`src/rtl/pipelined_signed_alu.sv`:
```
// Single-stage pipelined signed ALU with valid/ready handshake, stored carry for
// multi-word ADC/SBC, and optional saturation of signed arithmetic overflow.
module pipelined_signed_alu #(
  parameter int WIDTH    = 8,
  parameter bit SATURATE = 1'b0
) (
  input  logic             clk,
  input  logic             reset,
  input  logic             in_valid,
  output logic             in_ready,
  input  logic [2:0]       op,
  input  logic [WIDTH-1:0] x,
  input  logic [WIDTH-1:0] y,
  output logic             out_valid,
  input  logic             out_ready,
  output logic [WIDTH-1:0] s,
  output logic             overflow,
  output logic             negative,
  output logic             zero,
  output logic             cout,
  output logic             carry_q
);

  localparam logic [2:0] OP_ADD = 3'b000;
  localparam logic [2:0] OP_SUB = 3'b001;
  localparam logic [2:0] OP_ADC = 3'b010;
  localparam logic [2:0] OP_SBC = 3'b011;
  localparam logic [2:0] OP_AND = 3'b100;
  localparam logic [2:0] OP_OR  = 3'b101;
  localparam logic [2:0] OP_XOR = 3'b110;
  localparam logic [2:0] OP_CMP = 3'b111;

  localparam logic [WIDTH-1:0] MAX_POS = {1'b0, {(WIDTH-1){1'b1}}};
  localparam logic [WIDTH-1:0] MIN_NEG = {1'b1, {(WIDTH-1){1'b0}}};

  logic             r_out_valid;
  logic [WIDTH-1:0] r_s;
  logic             r_overflow;
  logic             r_negative;
  logic             r_zero;
  logic             r_cout;
  logic             r_carry_q;

  logic             w_accept;
  logic             w_invert;
  logic             w_cin;
  logic [WIDTH-1:0] w_ye;
  logic [WIDTH:0]   w_sum;
  logic [WIDTH-1:0] w_raw;
  logic             w_add_cout;
  logic             w_add_ovf;
  logic [WIDTH-1:0] w_res;
  logic             w_res_ovf;
  logic             w_res_cout;
  logic             w_load_carry;

  assign in_ready = ~reset & (~r_out_valid | out_ready);
  assign w_accept = in_valid & in_ready;

  always_comb begin
    w_invert = (op == OP_SUB) || (op == OP_SBC) || (op == OP_CMP);
    w_ye     = w_invert ? ~y : y;
    case (op)
      OP_SUB, OP_CMP: w_cin = 1'b1;
      OP_ADC, OP_SBC: w_cin = r_carry_q;
      default:        w_cin = 1'b0;
    endcase
    w_sum      = {1'b0, x} + {1'b0, w_ye} + {{WIDTH{1'b0}}, w_cin};
    w_raw      = w_sum[WIDTH-1:0];
    w_add_cout = w_sum[WIDTH];
    w_add_ovf  = (x[WIDTH-1] == w_ye[WIDTH-1]) && (w_raw[WIDTH-1] != x[WIDTH-1]);
  end

  // CMP reports subtraction flags but passes x through and never saturates.
  always_comb begin
    w_res        = w_raw;
    w_res_ovf    = 1'b0;
    w_res_cout   = 1'b0;
    w_load_carry = 1'b0;
    case (op)
      OP_ADD, OP_SUB, OP_ADC, OP_SBC: begin
        w_res_ovf    = w_add_ovf;
        w_res_cout   = w_add_cout;
        w_load_carry = 1'b1;
        if (SATURATE && w_add_ovf) begin
          w_res = x[WIDTH-1] ? MIN_NEG : MAX_POS;
        end else begin
          w_res = w_raw;
        end
      end
      OP_AND: w_res = x & y;
      OP_OR:  w_res = x | y;
      OP_XOR: w_res = x ^ y;
      OP_CMP: begin
        w_res      = x;
        w_res_ovf  = w_add_ovf;
        w_res_cout = w_add_cout;
      end
      default: w_res = w_raw;
    endcase
  end

  always_ff @(posedge clk) begin
    if (reset) begin
      r_out_valid <= 1'b0;
      r_s         <= {WIDTH{1'b0}};
      r_overflow  <= 1'b0;
      r_negative  <= 1'b0;
      r_zero      <= 1'b1;
      r_cout      <= 1'b0;
      r_carry_q   <= 1'b0;
    end else if (w_accept) begin
      r_out_valid <= 1'b1;
      r_s         <= w_res;
      r_overflow  <= w_res_ovf;
      r_negative  <= w_res[WIDTH-1];
      r_zero      <= (w_res == {WIDTH{1'b0}});
      r_cout      <= w_res_cout;
      if (w_load_carry) begin
        r_carry_q <= w_add_cout;
      end
    end else if (r_out_valid && out_ready) begin
      r_out_valid <= 1'b0;
    end
  end

  assign out_valid = r_out_valid;
  assign s         = r_s;
  assign overflow  = r_overflow;
  assign negative  = r_negative;
  assign zero      = r_zero;
  assign cout      = r_cout;
  assign carry_q   = r_carry_q;

endmodule

```
`config.mk`:
```
export PLATFORM = sky130hd
export DESIGN_NAME = pipelined_signed_alu
export DESIGN_NICKNAME = d
export VERILOG_FILES = /design/src/rtl/pipelined_signed_alu.sv
export SDC_FILE = /design/constraint.sdc
export NUM_CORES = 1
export LEC_CHECK = 0
export BUFFER_PORTS_ARGS = -buffer_cell sky130_fd_sc_hd__buf_2
export CAP_MARGIN = 30
export CORE_MARGIN = 1
export CORE_UTILIZATION = 54
export CTS_BUF_LIST = sky130_fd_sc_hd__clkbuf_4 sky130_fd_sc_hd__clkbuf_8 sky130_fd_sc_hd__clkbuf_16
export DETAILED_ROUTE_END_ITERATION = 8
export PLACE_DENSITY = 0.81
export SLEW_MARGIN = 40
export SYNTH_ARGS = -nofsm -noshare
export SYNTH_HDL_FRONTEND = slang
export SYNTH_SLANG_ARGS = --single-unit
```
`constraint.sdc`:
```
create_clock -name clk -period 4.42 [get_ports clk]
set_input_delay 0.442 -clock clk [delete_from_list [all_inputs] [get_ports clk]]
set_output_delay 0.442 -clock clk [all_outputs]
set_load 0.005 [all_outputs]
```
==> impl_results.md, run 1 <==
- Count of cell types in the netlist: 34
- Share of synthesized flip-flops with an asynchronous set or reset: 0%
- Sinks on Clock Net: 13
- Number of antenna diodes: 0
- Cell with the biggest individual delay on the critical path: sky130_fd_sc_hd__fa_1
- Count leader, synth: sky130_fd_sc_hd__inv_1
- Worst setup path class: in -> reg
- Number of instances in the synthesized netlist: 168
- Worst hold path type: in -> reg
- Total routed wirelength: 3.23 mm
- Req. time, crit path: 4.60 ns
- Initial DRC count: 39
- Hold path startpoint: in_valid
- Core occupancy in the finished layout: 64.5%
- Worst relative slew slack: 61.7%
- Cells resized by post-CTS repair: 0
- Synth area leaders: sky130_fd_sc_hd__ha_1, sky130_fd_sc_hd__dfxtp_1, sky130_fd_sc_hd__mux4_2, sky130_fd_sc_hd__inv_1, sky130_fd_sc_hd__xnor2_1
- Hold Fails Final Rpt: 0
- P&R area growth vs syn: 14.5%
- Number of fill cells in the layout: 230
- Core outline area: 2730 um^2
- Reg-to-reg slack, setup: 1.41 ns
- Number of nets with antenna violations after routing: 0
- Count of maximum capacitance violations: 0
- Number of ports placed on the die boundary: 38
- Layout Skew: 0.000508 ns
- Reg-to-Reg Start: carry_q$_SDFFE_PP0P_
- P_int: 0.267 mW
- Sequential group share of total power: 32.3%
- Clock transition at the register clock pins on the worst setup and hold paths after CTS: 0.07 ns
- Relative contribution of combinational cells to total power: 48.9%
- Number of buffers added by the clock tree synthesis step: 3
- Routed wire length per instance: 13.8 um
- RD Place Congestion: 0.867
- Number of setup violations in the final report: 0
- Width of the die: 55.4 um
- Arrival time of the worst setup path: 3.33 ns
- Peak clock frequency supported by timing: 318 MHz
- Sink of the worst hold path: out_valid$_SDFFE_PP0P_
- Fraction of power consumed by the clock network: 18.8%
- Synthesized area per cell: 9.17 um^2
- Final routed DRC violation total: 0
- Number of global-route vias before repair: 1309
- Number of post-CTS setup repair buffers: 0
- Largest net degree at the start of global routing: 21
- Top cells by count, synth: sky130_fd_sc_hd__inv_1, sky130_fd_sc_hd__ha_1, sky130_fd_sc_hd__dfxtp_1
- First-pass GRT wire length: 5.69 mm
- Initial Util: 56.3%
- Net count after synthesis: 217
- Wire length the detailed router placed on met1: 1.30 mm
- Cells along the critical path: buf_2 > mux2_2 > a21oi_1 > fa_1 > inv_1 > fa_1 > a211oi_1 > o21bai_1 > a21oi_1 > xnor2_1 > o21ai_0 > o41ai_2
- FP Rows: 19
- Hold path depth: 3
- IR drop worst, VDD: 0.174 mV
- Count of warnings emitted by yosys: 0
- Number of buffers on the longest clock path: 2
- Detailed placement HPWL: 2.63 mm
- Length of routed met3 wiring: 150 um
- Minimum period implied by the final worst setup slack: 3.14 ns
- Final period util: 71.1%
- Unrepaired setup endpoints after global routing: no
- Cell area after technology mapping: 1540 um^2
- CTS tree: yes
- Top fanout value on the critical path: 13
- Post-synthesis register bit count: 13
- Die footprint: 3070 um^2
- Via/cell ratio: 5.69
- Clock tree root driver cell: sky130_fd_sc_hd__clkbuf_4
- Worst setup SP type: input pin
- Overall track demand over capacity in global routing: 23.0%
- Max incr delay on CP: 0.43 ns
- Post-synthesis cell type with the largest combined area: sky130_fd_sc_hd__ha_1
- Post-synth EDFFs: 0
- Leakage power of the design: 0.877 nW
- Final layout net count: 253
- Tightest Pin Transition: 0.573 ns
- First-pass detailed-route iteration total: 4
- Count of vias placed by the detailed router: 1332
- Power density over cell area: 238 nW/um^2
- Hold-fix buffer count after cts: 0
- Overall die height: 55.4 um
- Final-layout setup total negative slack: 0 ns
- H-Tree Level Count: 1
- Fraction of final layout cells with drive strength greater than 1: 29.6%
- Number of antenna violations at the first check in global routing: 0
- Number of input and output port buffers inserted: 37
- Switching fraction of total power: 36.4%
- Run status: finished clean
- Final standard cell count with taps included and fillers excluded: 234
- Number of cells after detailed placement: 230
- Global route overflow: 0
- Worst path buffer plus inverter count: 2
- Top-area cell type share of the netlist area: 19.5%
- Count of final max-slew check failures: 0
- Insertion delay of the later-clocked pin in the worst-skew pair: 0.28 ns
- Cell depth of the worst flop-to-flop path: 11
- Top delay family on crit path: compound AO/OA/AOI/OAI gates
- Highest routed layer: met4
- Primary flip-flop cell chosen by synthesis mapping: sky130_fd_sc_hd__dfxtp_1
- Detailed-routed wire length on met2: 1.66 mm
- Crit path depth: 12
- Endpoint kind of the worst setup timing path: register
- Sequential-to-total area share from yosys stat: 16.9%
- Endpoint of the most critical register-to-register path: zero$_SDFFE_PP1P_
- Switch Pwr: 0.152 mW
-- flip-flops by register name, indices dropped and copies added (netlist names) --
register / cells
s: 8
carry_q: 1
cout: 1
out_valid: 1
overflow: 1
zero: 1
-- how the worst max path moves through the flow --
stage	endpoint	start	slack, ns
after floorplan	zero$_SDFFE_PP1P_	op[1]	1.19
after global placement	zero$_SDFFE_PP1P_	op[2]	1.29
after detailed placement	zero$_SDFFE_PP1P_	op[2]	1.07
after CTS	zero$_SDFFE_PP1P_	op[2]	1.34
after global routing	zero$_SDFFE_PP1P_	op[2]	1.08
final	zero$_SDFFE_PP1P_	op[2]	1.28
-- through the flow --
stage / cell area (um^2) / worst slack, ns / total power, mW / hold slack (ns)
final: 1760 / 1.28 / 0.419 / 0.401
after global routing: 1760 / 1.08 / 0.451 / 0.444
after CTS: 1760 / 1.34 / 0.419 / 0.411
after detailed placement: 1730 / 1.07 / 0.341 / 0.448
after global placement: 1730 / 1.29 / 0.329 / 0.438
after floorplan: 1540 / 1.19 / 0.282 / 0.448
-- logic make-up after synthesis --
logic type | Yosys count | synth area share [%]
XOR/XNOR | 14 | 7.96
multiplexers | 14 | 15.9
AO/OA/AOI/OAI | 33 | 15.3
flip-flops | 13 | 16.9
buffers and inverters | 34 | 9.02
AND/OR/NAND/NOR | 34 | 12.8
adder cells (fa/ha/maj) | 26 | 22.1
-- cell usage in the layout (no fill, tap or decap), types with 2 or more instances in the layout --
| master | count |
|---|---|
| sky130_fd_sc_hd__ha_1 | 24 |
| sky130_fd_sc_hd__mux2_2 | 4 |
| sky130_fd_sc_hd__o21ai_1 | 2 |
| sky130_fd_sc_hd__mux2i_1 | 2 |
| sky130_fd_sc_hd__o21ai_0 | 12 |
| sky130_fd_sc_hd__dfxtp_1 | 13 |
| sky130_fd_sc_hd__xnor2_1 | 11 |
| sky130_fd_sc_hd__nor2_1 | 8 |
| sky130_fd_sc_hd__mux4_2 | 8 |
| sky130_fd_sc_hd__clkbuf_4 | 4 |
| sky130_fd_sc_hd__buf_2 | 37 |
| sky130_fd_sc_hd__o21bai_1 | 2 |
| sky130_fd_sc_hd__a211oi_1 | 4 |
| sky130_fd_sc_hd__nand3b_1 | 6 |
| sky130_fd_sc_hd__inv_1 | 27 |
| sky130_fd_sc_hd__nor2b_1 | 4 |
| sky130_fd_sc_hd__xor2_1 | 3 |
| sky130_fd_sc_hd__a21oi_1 | 7 |
| sky130_fd_sc_hd__fa_1 | 2 |
| sky130_fd_sc_hd__nand2_1 | 8 |
| sky130_fd_sc_hd__nand3_1 | 2 |
| sky130_fd_sc_hd__nand4_1 | 2 |
-- power groups by stage --
stage | clock network (mW) | registers, mW | logic [mW]
2_1_floorplan | 0 | 0.139 | 0.142
3_3_place_gp | 0 | 0.138 | 0.191
3_5_place_dp | 0 | 0.138 | 0.203
4_1_cts | 0.0793 | 0.135 | 0.204
5_1_grt | 0.0876 | 0.137 | 0.226
6_report | 0.0788 | 0.136 | 0.205
-- worst register-to-register path: cells and delay by family (launching register included) --
family / cells / cell delay (ns)
adders and majority gates: 2 / 0.68
AOI/OAI and AO/OA: 6 / 1.43
xor gates and xnor gates: 1 / 0.15
buffers and inverters: 1 / 0.06
muxes: 1 / 0.26
DFF: 1 / 0.34
-- per-layer routing --
metal | vias up | global-route usage [%]
li1 | 645 | -
met1 | 629 | 25.1
met2 | 43 | 42.5
met3 | 15 | 3.51
met4 | 0 | 11.8
met5 | - | 0
-- layout make-up --
class	instances	area, um^2	share of cell area (%)
repair buffers	38	193	10.9
multi-input cells	121	1140	64.7
well taps	31	38.8	2.20
clock buffers	4	30.0	1.70
flip-flops and latches	13	260	14.8
inverters	27	101	5.74
Power figures use the tool's default switching activity.
==> run 2, diff against run 1 <==
CORE_UTILIZATION = 49   (was 54)
PLACE_DENSITY = 0.77   (was 0.81)
clock period = 2.8 ns   (was 4.42 ns; I/O delays follow)
==> run 2 against run 1 <==
Compared with the run above:
- the run now ends with DRC left
- die area is 9.8% higher
- final cell count up 8.5%
- first-iteration DRC count is 38% higher
- clock power up 61%
==> impl_results.md, run 2 (synthesis gave the netlist of run 1 again) <==
- First-pass detailed-route iteration total: 8
- Pwr Total: 0.702 mW
- Endpoint kind of the worst setup timing path: register
- Final period util: 95.8%
- Via/cell ratio: 5.36
- Leakage power of the design: 0.928 nW
- Number of buffers added by the clock tree synthesis step: 3
- Clock tree root driver cell: sky130_fd_sc_hd__clkbuf_4
- Initial DRC count: 54
- Highest-count cells in the layout ignoring fill and taps: sky130_fd_sc_hd__buf_2, sky130_fd_sc_hd__inv_1, sky130_fd_sc_hd__ha_1, sky130_fd_sc_hd__dfxtp_1, sky130_fd_sc_hd__xnor2_1
- Hold path startpoint: in_valid
- Sinks on Clock Net: 13
- CTS tree: yes
- Worst setup path class: reg -> reg
- Number of cells after detailed placement: 249
- Number of antenna violations at the first check in global routing: 0
- Worst hold path type: in -> reg
- Routed wire length per instance: 14.0 um
- Run status: finished with violations
- Number of antenna diodes: 0
- Hold path depth: 3
- Final layout net count: 262
- IR drop worst, VDD: 0.167 mV
- Cell depth of the worst flop-to-flop path: 12
- Most common library cell in the layout ignoring fill and taps: sky130_fd_sc_hd__buf_2
- Sink of the worst hold path: out_valid$_SDFFE_PP0P_
- Overall die height: 58.1 um
- First-pass GRT wire length: 5.82 mm
- Hold Fails Final Rpt: 0
- Number of setup violations in the final report: 0
- Hold-fix buffer count after cts: 0
- Setup slack after placement: -0.147 ns
- Number of ports placed on the die boundary: 38
- Endpoint of the most critical register-to-register path: zero$_SDFFE_PP1P_
- Initial Util: 53.5%
- Reg-to-Reg Start: carry_q$_SDFFE_PP0P_
- Overall track demand over capacity in global routing: 23.0%
- Largest net degree at the start of global routing: 15
- Worst relative slew slack: 72.5%
- Count of maximum capacitance violations: 0
- Number of buffers on the longest clock path: 2
- Total routed wirelength: 3.55 mm
- Core occupancy in the finished layout: 66.0%
- Placed Instance Area: 1820 um^2
- Die footprint: 3370 um^2
- Width of the die: 58.1 um
- Worst setup SP type: register
- Number of nets with antenna violations after routing: 0
- Post-route standard cell area excluding fillers: 1900 um^2
- Count of final max-slew check failures: 0
- Minimum period implied by the final worst setup slack: 2.68 ns
- Global route overflow: 0
- Power density over cell area: 370 nW/um^2
- Final standard cell count with taps included and fillers excluded: 254
- Reg-to-reg slack, setup: 0.12 ns
- P&R area growth vs syn: 23.3%
- Arrival time of the worst setup path: 2.87 ns
- Detailed placement HPWL: 2.86 mm
- Number of input and output port buffers inserted: 37
- Final-layout setup total negative slack: 0 ns
- Top fanout value on the critical path: 3
- Tightest hold margin: 0.224 ns
- Count of vias placed by the detailed router: 1362
- Peak clock frequency supported by timing: 373 MHz
- Layout Skew: 0.00223 ns
- H-Tree Level Count: 1
- Clock transition at the register clock pins on the worst setup and hold paths after CTS: 0.08 ns
- Fraction of final layout cells with drive strength greater than 1: 36.8%
- RD Place Congestion: 0.754
- Final routed DRC violation total: 2
- Core outline area: 2880 um^2
- FP Rows: 19
- Number of global-route vias before repair: 1313
- Flip-flop count of the largest register, all copies and words added: 8
- Failing checks: DRC
- Req. time, crit path: 2.99 ns
- Insertion delay of the later-clocked pin in the worst-skew pair: 0.28 ns
- Final worst-path setup slack: 0.119 ns
- Tightest Pin Transition: 0.411 ns
-- run 2: how the worst max path moves through the flow --
stage	from	end	slack, ns
6_report	carry_q$_SDFFE_PP0P_	zero$_SDFFE_PP1P_	0.12
5_1_grt	carry_q$_SDFFE_PP0P_	zero$_SDFFE_PP1P_	-0.03
4_1_cts	carry_q$_SDFFE_PP0P_	zero$_SDFFE_PP1P_	0.03
3_5_place_dp	op[2]	zero$_SDFFE_PP1P_	-0.15
3_3_place_gp	op[2]	zero$_SDFFE_PP1P_	0.01
2_1_floorplan	op[2]	zero$_SDFFE_PP1P_	0.006
-- run 2: power by group --
group	internal, mW	total (mW)	switching [mW]
logic	0.171	0.360	0.189
registers	0.205	0.214	0.00970
clock network	0.0651	0.127	0.0624
-- run 2: final cells by class --
type / count / area (um^2)
multi-input cells: 121 / 1190
fillers: 231 / 977
flip-flops and latches: 13 / 262
repair buffers: 47 / 260
inverters: 27 / 101
well taps: 42 / 52.6
clock buffers: 4 / 30.0
-- run 2: metal layers --
layer,share of wire [%],global-route usage (%),vias to the layer above
li1,-,-,670
met1,41,26.5,626
met2,51,40.2,53
met3,4.7,4.46,13
met4,3.4,11.9,0
met5,0,0,-
-- run 2: worst max-delay path: stages (launching register included) --
cell,delay [ns]
sky130_fd_sc_hd__dfxtp_2,0.34
sky130_fd_sc_hd__mux2_2,0.30
sky130_fd_sc_hd__a21oi_4,0.15
sky130_fd_sc_hd__fa_2,0.23
sky130_fd_sc_hd__inv_1,0.07
sky130_fd_sc_hd__fa_2,0.43
sky130_fd_sc_hd__buf_4,0.16
sky130_fd_sc_hd__a21o_2,0.21
sky130_fd_sc_hd__a211oi_2,0.21
sky130_fd_sc_hd__o21ai_1,0.08
sky130_fd_sc_hd__o21ai_1,0.10
sky130_fd_sc_hd__nand3_1,0.13
sky130_fd_sc_hd__o41ai_2,0.20
-- run 2: timing repair --
action / 4_1_cts / 5_1_grt
setup buffers: 0 / 1
setup endpoints to repair: 2 / 4
resized for setup: 4 / 9
pin swaps: 0 / 8
